**src/rtl/data_cache_control_l2.sv**
```systemverilog
// Control FSM for a 2-way, 256-bit-line L2 data cache with one outstanding request.
// Handles hit/miss resolution, dirty-victim write-back, line fill and hit/miss counters.
module data_cache_control_l2 (
    input  logic        clk,
    input  logic        rst,
    input  logic        mem_read,
    input  logic        mem_write,
    input  logic        hit1,
    input  logic        hit2,
    input  logic        dirty1,
    input  logic        dirty2,
    input  logic        lru,
    input  logic        pmem_resp,
    output logic        mem_resp,
    output logic        pmem_read,
    output logic        pmem_write,
    output logic        pmem_addr_sel,
    output logic        load_way1,
    output logic        load_way2,
    output logic        wdata_sel,
    output logic        dirty_in,
    output logic        load_lru,
    output logic        lru_in,
    output logic [31:0] hit_count,
    output logic [31:0] miss_count
);

    typedef enum logic [1:0] {IDLE, COMPARE, WRITEBACK, FILL} state_t;

    state_t state, next_state;
    logic   victim_way, victim_dirty;
    logic   req, hit, miss_dirty;

    assign req        = mem_read | mem_write;
    assign hit        = hit1 | hit2;
    assign miss_dirty = lru ? dirty2 : dirty1;

    always_ff @(posedge clk or posedge rst) begin
        if (rst) begin
            state        <= IDLE;
            victim_way   <= 1'b0;
            victim_dirty <= 1'b0;
        end else begin
            state <= next_state;
            if (state == COMPARE && req && !hit) begin
                victim_way   <= lru;
                victim_dirty <= miss_dirty;
            end
        end
    end

    always_comb begin
        next_state = state;
        unique case (state)
            IDLE:      if (req) next_state = COMPARE;
            // A dropped request is abandoned here, after any transfer in flight has finished.
            COMPARE:   if (!req)     next_state = IDLE;
                       else if (hit) next_state = IDLE;
                       else          next_state = miss_dirty ? WRITEBACK : FILL;
            WRITEBACK: if (pmem_resp) next_state = FILL;
            FILL:      if (pmem_resp) next_state = COMPARE;
            default:   next_state = IDLE;
        endcase
    end

    // NOTE: every output gets a default before the case so no state leaves one unassigned (no latches).
    always_comb begin
        mem_resp      = 1'b0;
        pmem_read     = 1'b0;
        pmem_write    = 1'b0;
        pmem_addr_sel = 1'b0;
        load_way1     = 1'b0;
        load_way2     = 1'b0;
        wdata_sel     = 1'b0;
        dirty_in      = 1'b0;
        load_lru      = 1'b0;
        lru_in        = 1'b0;
        unique case (state)
            IDLE: ;
            COMPARE: if (req && hit) begin
                mem_resp = 1'b1;
                load_lru = 1'b1;
                lru_in   = hit1;            // way1 wins when both ways match
                if (mem_write) begin
                    load_way1 = hit1;
                    load_way2 = ~hit1;
                    dirty_in  = 1'b1;
                end
            end
            WRITEBACK: begin
                pmem_write    = 1'b1;
                pmem_addr_sel = 1'b1;
            end
            FILL: begin
                pmem_read = 1'b1;
                if (pmem_resp) begin
                    load_way1 = ~victim_way;
                    load_way2 = victim_way;
                    wdata_sel = 1'b1;
                end
            end
            default: ;
        endcase
    end

    // Saturating performance counters; the post-fill retry is simply another COMPARE cycle.
    always_ff @(posedge clk or posedge rst) begin
        if (rst) begin
            hit_count  <= 32'd0;
            miss_count <= 32'd0;
        end else if (state == COMPARE && req) begin
            if (hit && hit_count != 32'hFFFF_FFFF)
                hit_count <= hit_count + 32'd1;
            if (!hit && miss_count != 32'hFFFF_FFFF)
                miss_count <= miss_count + 32'd1;
        end
    end

endmodule

```
**config.mk**
```make
export PLATFORM = sky130hd
export DESIGN_NAME = data_cache_control_l2
export DESIGN_NICKNAME = d
export VERILOG_FILES = /design/src/rtl/data_cache_control_l2.sv
export SDC_FILE = /design/constraint.sdc
export NUM_CORES = 1
export LEC_CHECK = 0
export CAP_MARGIN = 20
export CORE_ASPECT_RATIO = 1.4
export CORE_MARGIN = 5
export CORE_UTILIZATION = 35
export CTS_CLUSTER_DIAMETER = 60
export DETAILED_ROUTE_END_ITERATION = 8
export GPL_TIMING_DRIVEN = 0
export PLACE_DENSITY = 0.57
export SYNTH_ARGS = -nofsm -noshare
export SYNTH_HDL_FRONTEND = slang
export SYNTH_SLANG_ARGS = --single-unit
```
**constraint.sdc**
```tcl
create_clock -name clk -period 2.6 [get_ports clk]
set_clock_uncertainty 0.15 [all_clocks]
set_input_delay 0.52 -clock clk [delete_from_list [all_inputs] [get_ports clk]]
set_output_delay 0.52 -clock clk [all_outputs]
set_load 0.02 [all_outputs]
```
==> reports/qor.txt <==
Outcome = complete, but fails checks
Failing checks = negative setup slack
Synthesized cell area = 3420 µm²
Placed inst area = 4420 µm²
Arr. time, crit path = 1.94 ns
Multi-input gate area = 1700 µm²
Vias post-DR = 2909
Root buf cell = clkbuf_16
I/O pin count = 84
Clk sinks = 67
ANT cells = 0
Post-synth EDFFs = 0
R2r setup slk = 0.15 ns
Fin nets = 450
GRT Overall Usage = 0.153
Synth top cells by count = 67 x dfrtp_1, 34 x nand2_1, 32 x xnor2_1
Worst r2r dst = hit_count[4]$_DFFE_PP0P_
Setup TNS = -0.00978 ns
Global-route congestion overflow total = 0
RSZ-0062 raised after global routing = true
Seq/Total Area, Yosys = 0.490
Setup crit end kind = primary output
WL/cell = 15.1 µm
Max-slew violation count = 0
Hold path depth = 1
H-tree depth = 3
First-pass GRT wire length = 14.4 mm
Largest net degree at the start of global routing = 68
Die width = 93.6 µm
Fin crit period = 2.61 ns
Yosys reg bits = 67
Period utilization = 1.00
Storage element area = 1680 µm²
Die height = 127 µm
HP Start = miss_count[28]$_DFFE_PP0P_
Syn Nets = 349
Design area = 4820 µm²
PortBufs = 83
# fillers = 903
WS Path Type = in -> out
Gp weighted congestion = 0.856
Hold Crit Class = reg -> reg
Total CTS buffers = 9
Worst R2R Path Depth = 5
Max Cap Viol = 0
Area added between synthesis and finish = 40.7%
First-pass DRT Iterations = 4
Max clock buf depth = 2
RR Startpoint = hit_count[25]$_DFFE_PP0P_
Antenna violations before repair = 0
Synth top area cells = dfrtp_1 49%, xnor2_1 8.2%, xor2_1 6.9%
Netlist cell types = 37
Crit-path max FO = 7
Total Wirelength = 8.62 mm
Most common cell in the netlist = dfrtp_1
Die footprint = 11900 µm²
Crit start category = input port
Core Rows = 42
CP required = 1.93 ns
Top Metal Used = met4
CTS hold repair buffers = 0
Main synth FF type = dfrtp_1
Avg Inst Size Synth = 10.3 µm²
Metal3 WL = 441 µm
Relative slew margins = 0.447
Hpwl dp = 6.23 mm
Ys async rst share = 1.00
Residual DRC = 0
P_leak = 2.12 nW
Worst Hold End = miss_count[28]$_DFFE_PP0P_
Gate Count Post-Synth = 333
Worst Tran Pin Value = 0.830 ns
Fmax = 383 MHz
Setup WS post-layout = -0.00978 ns
Finished Core Util = 0.506
Pre-CTS setup slack = -0.428 ns
Top cell type's share of synthesized area = 0.490
DRT iter0 DRCs = 56
Share of layout cells above drive strength 1 = 0.107
Yosys top cell by area = dfrtp_1
Total Power = 3.30 mW
Clock slew at reported path FFs = 0.05 ns
Via density = 5.09
Worst-skew pair later-pin latency = 0.33 ns
Yosys synthesis warning count = 0
Max IR drop VDD = 399 µV
Final setup viols = 1
Post-route ant nets = 0
Wire length on met2 = 4.30 mm
M1 WL = 3.66 mm
Core region area = 9510 µm²
Initial core utilization = 0.360
CTS tree = yes
Pwr/cell area = 685 nW/µm²
Final hold vios = 0
Vias in the first global route = 2839
==> worst max path at each step <==
stage,start,to,cells past startpoint
global route,mem_write,mem_resp,6
CTS,mem_write,mem_resp,6
floorplan,state[1]$_DFFE_PP0P_,hit_count[30]$_DFFE_PP0P_,10
detailed placement,hit1,miss_count[24]$_DFFE_PP0P_,6
finish,mem_write,mem_resp,6
global placement,rst,miss_count[15]$_DFFE_PP0P_,2
==> placed cells by master (no fill, tap or decap), drive strengths merged <==
cell type and instances:
and3 13, a2111oi 1, dlygate4sd2 5, dlymetal6s2s 1, clkdlybuf4s50 77, and4 8
inv 6, mux2i 1, xor2 27, a311oi 1, nand3 24, or4 5
dfrtp 67, nor3 19, nand2 34, o21ai 7, nand4 29, xnor2 32
buf 11, nand2b 1, o21a 1, or3 2, ha 6, nor4 10
nand3b 1, mux2 2, clkbuf 20, nor2 16, clkinv 1, a21oi 3
o31ai 2, nor3b 1, and2 5
==> critical path, stage by stage <==
cell and delay (ns):
clkdlybuf4s50_1 0.46, o21a_2 0.26, o21ai_4 0.11, clkinv_4 0.13
buf_4 0.14, dlygate4sd2_1 0.31
==> registers in the layout (all words and copies together) (netlist names) <==
register and cells:
miss_count 32, state 2, victim_way 1, hit_count 32
==> cell type report <==
cell class	instances	share of cell area
Timing Repair Buffer	91	0.184
Multi-Input combinational cell	251	0.354
Clock buffer	16	0.0647
Tap cell	132	0.0343
Inverter	7	0.00701
Sequential cell	67	0.348
Buffer	7	0.00779
==> cells by family after synthesis <==
kind of cell | Yosys count | share of synthesized area
buf+inv | 15 | 0.0212
xor+xnor | 59 | 0.151
flops | 67 | 0.490
fa+ha+maj | 6 | 0.0219
compound gates | 15 | 0.0300
simple gates | 168 | 0.276
mux | 3 | 0.00951
==> per-stage QoR <==
step | hold WS, ns | cells
after floorplan | 0.312 | 333
after global placement | 0.327 | 548
after detailed placement | 0.326 | 548
after CTS | 0.336 | 563
after global routing | 0.352 | 571
final | 0.332 | 571
==> repair_timing <==
| action | CTS | global route |
|---|---|---|
| gates resized for setup | 8 | 5 |
| pin swaps | 0 | 2 |
| buffers inserted | 0 | 8 |
| setup endpoints to repair | 11 | 27 |
==> power breakdown <==
part	total, mW	switching [mW]	internal, mW	leakage (nW)
Clock	1.23	0.425	0.802	0.155
Combinational	0.786	0.411	0.375	1.05
Sequential	1.28	0.141	1.14	0.910
Total	3.30	0.977	2.32	2.12
==> metal layers <==
layer  up-vias  global-route usage
li1       1405                   -
met3        17              0.0341
met2        72               0.255
met1      1415               0.186
met4         0              0.0748
met5         -                   0
No activity file was read; power rests on OpenSTA's default activity.
